[src/rtl/af_pkg.sv]
// af_pkg: shared constants, select encodings and FSM states for the activation scheduler
package af_pkg;
    localparam logic [15:0] ONE = 16'h0400;
    localparam logic [1:0] SEL_SIGMOID = 2'b00;
    localparam logic [1:0] SEL_TANH = 2'b01;
    localparam logic [1:0] SEL_RELU = 2'b10;
    localparam logic [1:0] SEL_IDENT = 2'b11;
    typedef enum logic [1:0] {IDLE, ISSUE, WAIT, RESP} state_t;
endpackage

[src/rtl/af_scheduler_rr_arbiter.sv]
// rr_arbiter: combinational round-robin pick of the first request at or after ptr
module rr_arbiter #(
    parameter int N_REQ = 4,
    parameter int ID_W = 2
) (
    input  logic [N_REQ-1:0] req,
    input  logic [ID_W-1:0]  ptr,
    output logic [N_REQ-1:0] gnt,
    output logic [ID_W-1:0]  idx,
    output logic             any
);
    // scan from farthest to nearest so the request closest to ptr wins
    always_comb begin
        idx = '0;
        any = 1'b0;
        for (int k = N_REQ - 1; k >= 0; k--) begin
            if (req[(int'(ptr) + k) % N_REQ]) begin
                idx = ID_W'((int'(ptr) + k) % N_REQ);
                any = 1'b1;
            end
        end
        gnt = any ? (N_REQ'(1) << idx) : '0;
    end
endmodule

[src/rtl/af_scheduler.sv]
// af_scheduler: round-robin sharing of one activation unit; AF_RELU_BYPASS_EN computes relu/identity locally
module af_scheduler #(
    parameter int WIDTH = 15,
    parameter int N_REQ = 4,
    parameter int ID_W = 2
) (
    input  logic                     clk,
    input  logic                     ext_reset,
    input  logic [N_REQ-1:0]         req,
    input  logic [N_REQ*(WIDTH+1)-1:0] req_z,
    input  logic [2*N_REQ-1:0]       req_sel,
    output logic [N_REQ-1:0]         gnt,
    output logic                     au_start,
    output logic [WIDTH:0]           au_z,
    output logic [1:0]               au_sel,
    input  logic                     au_done,
    input  logic [WIDTH:0]           au_f,
    output logic                     rsp_valid,
    output logic [ID_W-1:0]          rsp_id,
    output logic [WIDTH:0]           rsp_data,
    input  logic                     rsp_ready,
    output logic                     busy
);
    import af_pkg::*;

    state_t           state;
    logic [ID_W-1:0]  ptr;
    logic [ID_W-1:0]  idx;
    logic [ID_W-1:0]  nxt;
    logic [N_REQ-1:0] arb_gnt;
    logic             any;
    logic [WIDTH:0]   sel_z;
    logic [1:0]       sel_s;
    logic             byp;
    logic [WIDTH:0]   byp_f;

    rr_arbiter #(.N_REQ(N_REQ), .ID_W(ID_W)) u_arb (
        .req(req),
        .ptr(ptr),
        .gnt(arb_gnt),
        .idx(idx),
        .any(any)
    );

    assign sel_z = req_z[int'(idx)*(WIDTH+1) +: WIDTH+1];
    assign sel_s = req_sel[2*int'(idx) +: 2];
    assign nxt = (int'(idx) == N_REQ - 1) ? '0 : idx + 1'b1;
    assign byp_f = (sel_s == SEL_RELU && sel_z[WIDTH]) ? '0 : sel_z;
`ifdef AF_RELU_BYPASS_EN
    assign byp = sel_s[1];
`else
    assign byp = 1'b0;
`endif

    // grant is the acceptance pulse of the IDLE edge, so it must be visible in that same cycle
    assign gnt = (state == IDLE && !ext_reset) ? arb_gnt : '0;

    // scheduler FSM with registered operand and response outputs
    always_ff @(posedge clk) begin
        if (ext_reset) begin
            state     <= IDLE;
            ptr       <= '0;
            au_start  <= 1'b0;
            au_z      <= '0;
            au_sel    <= '0;
            rsp_valid <= 1'b0;
            rsp_id    <= '0;
            rsp_data  <= '0;
            busy      <= 1'b0;
        end else begin
            case (state)
                IDLE: if (any) begin
                    au_z   <= sel_z;
                    au_sel <= sel_s;
                    rsp_id <= idx;
                    ptr    <= nxt;
                    busy   <= 1'b1;
                    if (byp) begin
                        rsp_data  <= byp_f;
                        rsp_valid <= 1'b1;
                        state     <= RESP;
                    end else begin
                        au_start <= 1'b1;
                        state    <= ISSUE;
                    end
                end
                ISSUE: begin
                    au_start <= 1'b0;
                    state    <= WAIT;
                end
                WAIT: if (au_done) begin
                    rsp_data  <= au_f;
                    rsp_valid <= 1'b1;
                    state     <= RESP;
                end
                RESP: if (rsp_ready) begin
                    rsp_valid <= 1'b0;
                    busy      <= 1'b0;
                    state     <= IDLE;
                end
                default: state <= IDLE;
            endcase
        end
    end
endmodule

[config.mk]
export PLATFORM = sky130hd
export DESIGN_NAME = af_scheduler
export DESIGN_NICKNAME = d
export VERILOG_FILES = /design/src/rtl/af_pkg.sv /design/src/rtl/af_scheduler_rr_arbiter.sv /design/src/rtl/af_scheduler.sv
export SDC_FILE = /design/constraint.sdc
export NUM_CORES = 1
export LEC_CHECK = 0
export CORE_ASPECT_RATIO = 0.75
export CORE_UTILIZATION = 26
export CTS_BUF_LIST = sky130_fd_sc_hd__clkbuf_8
export DETAILED_ROUTE_END_ITERATION = 6
export PLACE_DENSITY = 0.64
export SYNTH_ARGS = -nofsm -noshare
export SYNTH_HDL_FRONTEND = slang
export SYNTH_SLANG_ARGS = --single-unit
[constraint.sdc]
create_clock -name clk -period 2.43 [get_ports clk]
set_input_delay 0.486 -clock clk [delete_from_list [all_inputs] [get_ports clk]]
set_output_delay 0.486 -clock clk [all_outputs]
set_load 0.01 [all_outputs]
* Yosys cells after proc, flatten, opt, wreduce, memory -nomap -nowiden
Index checks and enable logic that the tools add are counted.
Storage, ports and cells: register bits after elaboration 43, word-level logic and storage cells 77, output and inout port bits 43, input bits 96
Cells by class: $lt $le $gt $ge 4, add/sub/neg operators 4, shift-type cells 3, bitwise gates (word level) 3, mux-type cells 32, equal/unequal tests 7, reductions and logical operators 15
Operators by type and width (count):
- variable part select 64 x 7 -> 16 bit | 1
- 2-to-1 mux 2 bit | 8
- 2-to-1 mux 1 bit | 14
- < comparator 3 x 4 -> 1 bit (second input constant) | 3
- AND reduction 3 bit | 3
- binary-select mux 1 bit (select 2 bit) | 4
- 2-to-1 mux 4 bit | 2
- one-hot mux 2 bit (4 select lines) | 1
- variable part select 8 x 4 -> 2 bit | 1
- inequality test 2 bit (second input constant) | 3
- one-hot mux 1 bit (2 select lines) | 3
- AND reduction 2 bit | 3
- nonzero test 2 bit | 3
- OR reduction 2 bit | 3
- adder 2 x 1 -> 2 bit (second input constant) | 2
- adder 2 bit (second input constant) | 2
- equality test 2 x 1 -> 1 bit (second input constant) | 2
- equality test 2 bit (second input constant) | 2
- << shifter 1 x 2 -> 4 bit (first input constant) | 1
- bitwise AND 1 bit (first input constant) | 3
- < comparator 2 x 3 -> 1 bit (second input constant) | 1
- logical NOT 2 bit | 1
- logical AND 1 bit | 1
- logical NOT 1 bit | 1

* Depth between registers and ports, before layout
Gate-level depths: netlist (run 1).
depth after elaboration 13, mapped depth 8, mapped depth without buffers 7

* By module
From an unflattened synthesis (run 1), not the netlist that was laid out.
Unflattened totals: cells, all modules 263, area, all modules 2372.3 um^2
By module, submodules not included:
- af_scheduler | cells each 234, seq. area each 860.8 um^2, area an instance 2189.6 um^2, instances 1
- rr_arbiter | cells each 29, seq. area each 0.0 um^2, area an instance 182.7 um^2, instances 1

* Worst setup path after synthesis (run 1)
Ideal clock, no wire load.
path kind in2out, start input req[2], end output gnt[2], path slack 241 ps, data arrival time 1703 ps, buffers on the path 2, stages on the path 7, data required time 1944 ps, cell sequence nor2b_2 > a211o_2 > and2_4 > buf_6 > buf_6 > ha_1 > and2_1
On the way: longest elaborated chain between the ends 10, elaborated cells on any way between the ends 22, classes of those cells shift (1); mux (21)
RTL lines:
- start, declared | line af_scheduler.sv:9 | input logic [N_REQ-1:0] req,
- binary-select mux 1 bit (select 2 bit) | line af_scheduler_rr_arbiter.sv:17 | if (req[(int'(ptr) + k) % N_REQ]) begin
- 2-to-1 mux 1 bit (not written as such) (2 in a row) | line af_scheduler_rr_arbiter.sv:17
- 2-to-1 mux 2 bit (4 in a row) | line af_scheduler_rr_arbiter.sv:17
- << shifter 1 x 2 -> 4 bit | line af_scheduler_rr_arbiter.sv:22 | gnt = any ? (N_REQ'(1) << idx) : '0;
- 2-to-1 mux 4 bit * | line af_scheduler_rr_arbiter.sv:22
- 2-to-1 mux 4 bit * | line af_scheduler.sv:56 | assign gnt = (state == IDLE && !ext_reset) ? arb_gnt : '0;
- end, declared | line af_scheduler.sv:12 | output logic [N_REQ-1:0] gnt,
Every way passes the cells marked *; elsewhere a longest branch is shown, timed or not. The select of a mux whose other input is x is not followed.

* Worst setup path in the final report (run 1)
Ends and elaborated chain as after synthesis.

==> results by group, run 1 <==
Status
  • Run status: complete, but fails checks
  • Failing checks: design-rule violations

Clock network
  • CTS tree: done
  • Clk sink count: 43
  • Root buffer cell: clkbuf_8
  • Max Root-Sink Buffers: 2
  • H-tree levels: 2
  • CTS Hold Buffers Added: 0
  • CTS buffer count: 5
  • Clock Latency Late Sink: 290 ps
  • Reg clk slew, reported paths: 90 ps

Hold path
  • Hold-critical path depth: 2
  • Worst Hold Class: reg2reg

Yosys
  • Post-synth EDFFs: 0
  • Syn. warnings: 0
  • Largest area contributor in the netlist: dfxtp_1
  • Synth area leaders: dfxtp_1 (36%), nand2_1 (9.8%), mux2i_1 (7.6%)
  • Cell variety after synth: 36
  • Cell Area, Synth: 0.002366 mm2
  • Share of async-settable or async-resettable flops after synthesis: 0%
  • Area fraction of the dominant cell type after synthesis: 36.38%
  • Sequential area share after synthesis: 36.38%
  • Yosys reg bits: 43
  • Synth Instances: 290
  • Main synth FF type: dfxtp_1
  • Syn_nets: 393
  • Syn avg cell area: 8.159 um2

Die
  • I/O Pins: 139
  • Core footprint: 0.008636 mm2
  • Rows: 29
  • Initial core utilization: 27.40%
  • Die width: 112.2 um
  • Die Y: 84.62 um
  • Die area: 0.009490 mm2

Detailed routing
  • DR WL/cell: 13.72 um
  • TritonRoute pass-1 iters: 7
  • Initial detailed-routing violation count: 98
  • Final ANT Viol Nets: 0
  • Drt via density: 4.694
  • Routed WL: 7.575 mm
  • Routed vias: 2591
  • # DRC: 2

Timing
  • Final setup viols: 0
  • Final Hold Viols: 0
  • Skew final: 6.460 ps
  • Worst slew pin tran: 560.5 ps
  • Setup TNS: 0 ps
  • Highest clock rate: 426.7 MHz
  • Final worst slack: 86.55 ps
  • Fin crit share: 96.44%
  • Final Max Tran Viols: 0
  • RSZ-0062 raised after global routing: true
  • Tmin final: 2343 ps
  • Slew margin rel.: 62.54%

Global routing
  • First-pass GRT wire length: 12.15 mm
  • Largest net degree at the start of global routing: 37
  • Initial antenna violation count: 0
  • GR Overflow Total: 0
  • Vias in the first global route: 2541
  • Tot GR Track Use: 15.89%

Worst setup path
  • CP startpoint: req[2]
  • Nature of the critical path startpoint: input pin
  • Reg2reg start: state[0]$_SDFFE_PP0P_
  • Instance count on the critical path: 8
  • Crit path max fanout: 5
  • WP data arrival: 1860 ps
  • Critical Path End: gnt[2]
  • CP Capture Type: output port
  • Critical path type: in2out
  • Worst r2r dst: au_z[8]$_SDFFE_PP0P_
  • Slowest stage delay, CP: 250 ps
  • R2R Setup Slk: 430 ps
  • Critical Path RT: 1940 ps
  • Worst Path Buf+Inv: 3
  • Cell breakdown of the critical path: dlygate4sd2_1 -> nor2b_2 -> o21bai_1 -> and3_4 -> inv_1 -> ha_1 -> and2_1 -> buf_2
  • Worst R2R Path Depth: 8
  • Cell family with most CP delay: simple AND/OR/NAND/NOR gates
  • Worst path slowest cell: dlygate4sd2_1

Pwr
  • Leak Pwr: 1.593 nW
  • Power Density: 805.2 mW/mm2
  • Peak VDD IR: 0.2773 mV
  • Final total power: 3.300 mW

Placed design
  • Gpl congestion: 0.8214
  • Post-Place Worst Slack: -521.8 ps
  • Count of input and output buffers: 138
  • Hpwl dp: 5.764 mm

Cells and area
  • Area growth from synthesis to layout: 73.19%
  • Fin nets: 546
  • # diodes: 0
  • Layout cells sized above 1: 11.49%
  • FILL cells: 873

Run
  • Maxcap violations: 0
## cell usage after synthesis, types with 3 or more instances
library cell / n
a21boi_0: 18
a21oi_1: 22
and2_1: 3
and3_1: 19
clkbuf_1: 13
dfxtp_1: 43
ha_1: 7
inv_1: 6
mux2i_1: 18
nand2_1: 62
nor2_1: 13
nor2b_1: 4
o211ai_1: 18
o21ai_0: 18
## per-stage QoR
stage	area, um2	util [%]	hold WS (ps)	std cells
2_1_floorplan	2366	-	465.1	290
3_3_place_gp	3964	45.90	441.8	540
3_5_place_dp	3964	45.90	447.4	540
4_1_cts	4090	47.36	461.0	552
5_1_grt	4098	47.45	483.6	552
6_report	4098	47.45	458.7	552
## placed cells by master (no fill, tap or decap), types with 6 or more instances in the layout
cell type and instances:
clkdlybuf4s50_1 130, clkbuf_8 6, and3_1 18, dfxtp_1 43, ha_1 6, nor2_1 13
nand2_1 62, o21ai_0 18, buf_4 26, o211ai_1 18, inv_1 6, a21boi_0 18
a21oi_1 22, mux2i_1 18
## worst min-delay path: stages (launching register included)
cell     delay (ps)
dfxtp_1         320
nand2_1          50
a21oi_1          50
## cell type report
class | count | area, um2 | area share [%]
timing repair buffer | 165 | 1578 | 38.50
inverter | 6 | 22.52 | 0.5496
tap | 108 | 135.1 | 3.298
sequential | 43 | 860.8 | 21.01
multi-input combinational | 222 | 1403 | 34.23
clock buffer | 6 | 82.58 | 2.015
clock inverter | 2 | 16.27 | 0.3969
## routing by layer
metal | part of all wire, % | routed length, um | track usage [%]
met1 | 47 | 3562 | 20.79
met2 | 47 | 3539 | 26.54
met3 | 5.5 | 413 | 3.321
met4 | 0.78 | 59 | 4.364
met5 | 0 | 0 | 0
## power by group
group	internal [mW]	leakage, nW	total [mW]	switching (mW)
Clock	0.232	0.0474	0.490	0.258
Combinational	0.950	1.19	1.77	0.824
Sequential	0.916	0.352	1.04	0.120
Total	2.10	1.59	3.30	1.20
## state kept, by name, indices dropped and copies added (netlist names)
| register | cells |
|---|---|
| au_z | 16 |
| state | 2 |
| rsp_data | 16 |
| rsp_valid | 1 |
| busy | 1 |
| ptr | 2 |
| au_start | 1 |
| rsp_id | 2 |
| au_sel | 2 |
## how the worst min path moves through the flow
| stage | startpoint | end | slack (ps) |
|---|---|---|---|
| final | rsp_data[13]$_SDFFE_PP0P_ | rsp_data[13]$_SDFFE_PP0P_ | 460 |
| after global routing | rsp_data[12]$_SDFFE_PP0P_ | rsp_data[12]$_SDFFE_PP0P_ | 480 |
| after CTS | rsp_data[10]$_SDFFE_PP0P_ | rsp_data[10]$_SDFFE_PP0P_ | 460 |
| after detailed placement | rsp_data[10]$_SDFFE_PP0P_ | rsp_data[10]$_SDFFE_PP0P_ | 450 |
| after global placement | rsp_data[10]$_SDFFE_PP0P_ | rsp_data[10]$_SDFFE_PP0P_ | 440 |
| after floorplan | ptr[1]$_SDFFE_PP0P_ | ptr[1]$_SDFFE_PP0P_ | 470 |
## logic make-up (layout without fill, tap and decap cells)
| group | count (synthesis) | in the layout | share of synthesized area (%) |
|---|---|---|---|
| adder cells (fa/ha/maj) | 7 | 7 | 3.702 |
| flip-flops | 43 | 43 | 36.38 |
| AO/OA/AOI/OAI | 88 | 88 | 24.80 |
| multiplexers | 18 | 18 | 7.615 |
| buffers and inverters | 25 | 179 | 5.341 |
| AND/OR/NAND/NOR | 109 | 109 | 22.16 |
## what timing repair did
item,CTS,global route
endpoints found under the setup margin,4,2
resized for setup,23,2
buffers inserted,4,0
pin swaps,3,1
No activity file was read; power rests on OpenSTA's default activity.
==> run 2, diff against run 1 <==
TNS_END_PERCENT = 10   (was default)
==> results by group, run 2 (synthesized netlist as in run 1, its figures left out) <==
Status
  • Run status: complete, but fails checks
  • Failing checks: design-rule violations

Worst setup path
  • Critical path type: in2out
  • Worst r2r dst: au_z[8]$_SDFFE_PP0P_
  • Worst R2R Path Depth: 8
  • WP data arrival: 1860 ps
  • Nature of the critical path startpoint: input pin
  • Reg2reg start: state[0]$_SDFFE_PP0P_
  • R2R Setup Slk: 440 ps
  • Crit path max fanout: 5
  • CP Capture Type: output port
  • Critical Path RT: 1940 ps

Placed design
  • Hpwl dp: 5.764 mm
  • Placed cell area: 0.003964 mm2
  • Post-Place Worst Slack: -521.8 ps
  • Gpl congestion: 0.8214
  • Placed insts: 540
  • Count of input and output buffers: 138

Hold path
  • Hold-critical path depth: 2
  • Worst Hold Class: reg2reg
  • WHS Endpoint: rsp_data[13]$_SDFFE_PP0P_
  • Hold Crit Start: rsp_data[13]$_SDFFE_PP0P_

Timing
  • Fin crit share: 96.47%
  • Slew margin rel.: 62.40%
  • Worst slew pin tran: 564.1 ps
  • Hold_ws: 458.1 ps
  • Final worst slack: 85.88 ps
  • Setup TNS: 0 ps
  • Highest clock rate: 426.6 MHz
  • Tmin final: 2344 ps
  • Skew final: 6.772 ps
  • Final setup viols: 0
  • Final Hold Viols: 0
  • RSZ-0062 raised after global routing: true
  • Final Max Tran Viols: 0

Global routing
  • Tot GR Track Use: 15.89%
  • Largest net degree at the start of global routing: 37
  • Vias in the first global route: 2541
  • GR Overflow Total: 0
  • Initial antenna violation count: 0
  • First-pass GRT wire length: 12.15 mm

Clock network
  • Clock Latency Late Sink: 290 ps
  • Max Root-Sink Buffers: 2
  • CTS Hold Buffers Added: 0
  • CTS tree: done
  • CTS buffer count: 5
  • H-tree levels: 2
  • Root buffer cell: clkbuf_8
  • Clk sink count: 43
  • Reg clk slew, reported paths: 90 ps

Pwr
  • Leak Pwr: 1.593 nW
  • Power Density: 804.9 mW/mm2
  • Final total power: 3.294 mW
  • Peak VDD IR: 0.2775 mV

Detailed routing
  • # DRC: 2
  • Routed WL: 7.560 mm
  • Initial detailed-routing violation count: 112
  • Drt via density: 4.701
  • Routed vias: 2595
  • TritonRoute pass-1 iters: 7
  • DR WL/cell: 13.70 um
  • Final ANT Viol Nets: 0

Die
  • Die width: 112.2 um
  • Initial core utilization: 27.40%
  • Die area: 0.009490 mm2
  • I/O Pins: 139
  • Die Y: 84.62 um
  • Rows: 29
  • Core footprint: 0.008636 mm2

Cells and area
  • Fin nets: 546
  • Most common cell after layout, fill and taps aside: clkdlybuf4s50_1
  • Commonest cells after routing, fill and taps aside: clkdlybuf4s50_1 (130), nand2_1 (62), dfxtp_1 (43), buf_4 (26), a21oi_1 (22)
  • Post-Layout Cell Count: 552
  • # diodes: 0
  • Final Util: 47.39%
  • Registers with the most flip-flops: au_z: 16 flops, rsp_data: 16 flops
  • Area growth from synthesis to layout: 72.98%
  • Final instance area: 0.004093 mm2
  • Layout cells sized above 1: 11.26%

Run
  • Maxcap violations: 0
-- run 2: cell types whose count changed in the layout (fill, tap and decap cells not counted) --
cell    delta
nor3_1     +1
nor3_2     -1
-- run 2: per-layer routing --
layer / global-route usage, % / vias to the layer above / wire length [um] / share of wire [%]
met2: 26.54 / 77 / 3525 / 47
met1: 20.79 / 1196 / 3544 / 47
met3: 3.321 / 5 / 429 / 5.7
li1: - / 1317 / - / -
met5: 0 / - / 0 / 0
met4: 4.364 / 0 / 59 / 0.78
-- run 2: worst max path at each step --
stage                                      from      to  slack, ps  cells after the start
after global placement                   req[0]  gnt[1]       -470                      8
final                                    req[2]  gnt[2]         90                      8
after floorplan                          req[2]  gnt[2]        240                      7
after CTS                 state[1]$_SDFFE_PP0P_  gnt[0]         60                      6
after detailed placement                 req[0]  gnt[1]       -520                      8
after global routing      state[1]$_SDFFE_PP0P_  gnt[0]         -9                      6
-- run 2: power breakdown --
part	switching [mW]	internal, mW	leakage [nW]
combinational	0.820	0.949	1.19
sequential	0.119	0.916	0.352
clock	0.259	0.232	0.0474
-- run 2: area by class of cell --
type / instances / area, um2
fill: 873 / 4543
timing repair buffer: 165 / 1578
multi-input combinational: 222 / 1398
sequential: 43 / 860.8
tap: 108 / 135.1
clock buffer: 6 / 82.58
inverter: 6 / 22.52
clock inverter: 2 / 16.27
-- run 2: critical path, cell delays in order --
cell and delay [ps]:
dlygate4sd2_1 250, nor2b_2 160, o21bai_1 210, and3_4 250, inv_1 50, ha_1 180, and2_1 140, buf_2 140
-- run 2: timing repair --
action	4_1_cts	5_1_grt
gates resized for setup	23	1
setup buffers	4	0
pin swaps	3	1
setup endpoints to repair	4	2
==> run 3, diff against run 2 <==
CORE_UTILIZATION = 39   (was 26)
PLACE_DENSITY = 0.88   (was 0.64)
==> results by group, run 3 (synthesized netlist as in run 1, its figures left out) <==
Status
  • Run status: finished clean

Timing
  • Tmin final: 2328 ps
  • Final Hold Viols: 0
  • Setup TNS: 0 ps
  • Slew margin rel.: 61.32%
  • Skew final: 5.352 ps
  • RSZ-0062 raised after global routing: false
  • Worst slew pin tran: 580.2 ps
  • Highest clock rate: 429.6 MHz
  • Fin crit share: 95.80%
  • Final Max Tran Viols: 0
  • Final setup viols: 0

Worst setup path
  • Cell breakdown of the critical path: dlygate4sd2_1 -> nor2b_2 -> a211o_2 -> and2_4 -> ha_1 -> and2_1 -> buf_2
  • Worst Path Buf+Inv: 2
  • WP data arrival: 1840 ps
  • Critical Path RT: 1940 ps
  • Worst path slowest cell: a211o_2
  • Worst R2R Path Depth: 8
  • Cell family with most CP delay: simple AND/OR/NAND/NOR gates
  • Slowest stage delay, CP: 310 ps
  • CP Capture Type: output port
  • Critical Path End: gnt[2]
  • Nature of the critical path startpoint: input pin
  • Worst r2r dst: au_z[14]$_SDFFE_PP0P_
  • Crit path max fanout: 5
  • Critical path type: in2out
  • R2R Setup Slk: 310 ps
  • Reg2reg start: state[1]$_SDFFE_PP0P_
  • Instance count on the critical path: 7
  • CP startpoint: req[2]

Detailed routing
  • Drt via density: 5.062
  • Final ANT Viol Nets: 0
  • Routed WL: 7.809 mm
  • Routed vias: 2622
  • Initial detailed-routing violation count: 120
  • DR WL/cell: 15.08 um
  • # DRC: 0
  • TritonRoute pass-1 iters: 4

Clock network
  • Clock Latency Late Sink: 300 ps
  • Root buffer cell: clkbuf_8
  • CTS buffer count: 5
  • Reg clk slew, reported paths: 80 ps
  • Max Root-Sink Buffers: 2
  • Clk sink count: 43
  • CTS tree: done
  • H-tree levels: 2

Global routing
  • GR Overflow Total: 0
  • First-pass GRT wire length: 12.31 mm
  • Largest net degree at the start of global routing: 37
  • Initial antenna violation count: 0
  • Tot GR Track Use: 24.37%
  • Vias in the first global route: 2464

Cells and area
  • # diodes: 0
  • Area of the multi-input gates: 0.001404 mm2
  • Registers with the most flip-flops: au_z: 16 flops, rsp_data: 16 flops
  • Total area of sequential cells: 860.8 um2
  • Final Util: 68.92%
  • Most common cell after layout, fill and taps aside: clkdlybuf4s50_1
  • Fin nets: 542
  • Layout cells sized above 1: 10.68%
  • Commonest cells after routing, fill and taps aside: clkdlybuf4s50_1 (130), nand2_1 (62), dfxtp_1 (43), a21oi_1 (22), buf_4 (22)
  • FILL cells: 491
  • Area growth from synthesis to layout: 69.70%

Die
  • Core footprint: 0.005826 mm2
  • Initial core utilization: 40.61%
  • Die width: 91.94 um
  • Rows: 24
  • I/O Pins: 139
  • Die Y: 69.46 um
  • Die area: 0.006386 mm2

Placed design
  • Gpl congestion: 0.7713
  • Count of input and output buffers: 138
  • Hpwl dp: 5.895 mm

Pwr
  • Leak Pwr: 1.584 nW
  • Power Density: 801.4 mW/mm2
  • Peak VDD IR: 0.4475 mV

Run
  • Maxcap violations: 0

Hold path
  • Worst Hold Class: reg2reg
  • Hold Crit Start: rsp_data[9]$_SDFFE_PP0P_
run 3: through the flow:
step	hold slack (ps)	area, um2	setup WS [ps]	power (mW)	std cells
2_1_floorplan	465.1	2366	240.6	1.949	290
3_3_place_gp	440.4	3926	-473.2	2.679	510
3_5_place_dp	447.5	3926	-527.1	2.736	510
4_1_cts	459.1	4006	-34.33	3.199	518
5_1_grt	476.5	4015	49.05	3.427	518
6_report	455.9	4015	102.1	3.218	518
run 3: how the worst min path moves through the flow:
stage	endpoint	slack [ps]	cells after the start
floorplan	ptr[1]$_SDFFE_PP0P_	470	2
global placement	rsp_id[0]$_SDFFE_PP0P_	440	2
detailed placement	rsp_data[7]$_SDFFE_PP0P_	450	2
CTS	rsp_data[7]$_SDFFE_PP0P_	460	2
global route	rsp_data[10]$_SDFFE_PP0P_	480	2
finish	rsp_data[9]$_SDFFE_PP0P_	460	2
run 3: worst min-delay path: stages (launching register included):
cell	delay (ps)
dfxtp_1	310
nand2_1	50
a21oi_1	50
run 3: what timing repair did:
item	CTS	global route
gates resized for setup	24	3
pin swaps	4	2
setup buffers	0	0
gates cloned	0	0
endpoints found under the setup margin	4	4
hold buffers	0	0
run 3: per-layer routing:
layer | part of all wire (%) | track usage [%] | wire [um] | up-vias
met4 | 1.4 | 7.118 | 106 | 0
li1 | - | - | - | 1308
met3 | 3.5 | 3.728 | 276 | 8
met1 | 45 | 30.97 | 3506 | 1241
met2 | 50 | 42.62 | 3920 | 65
met5 | 0 | 0 | 0 | -
run 3: layout make-up:
class / count / area share, %
clock buffer: 5 / 1.714
inverter: 6 / 0.5609
multi-input combinational: 222 / 34.96
tap: 78 / 2.431
timing repair buffer: 161 / 38.49
clock inverter: 3 / 0.4051
sequential: 43 / 21.44
run 3: report_power, final:
group / leakage [nW] / switching [mW] / internal [mW]
clock: 0.0453 / 0.260 / 0.197
combinational: 1.19 / 0.823 / 0.899
sequential: 0.352 / 0.123 / 0.915
total: 1.58 / 1.21 / 2.01
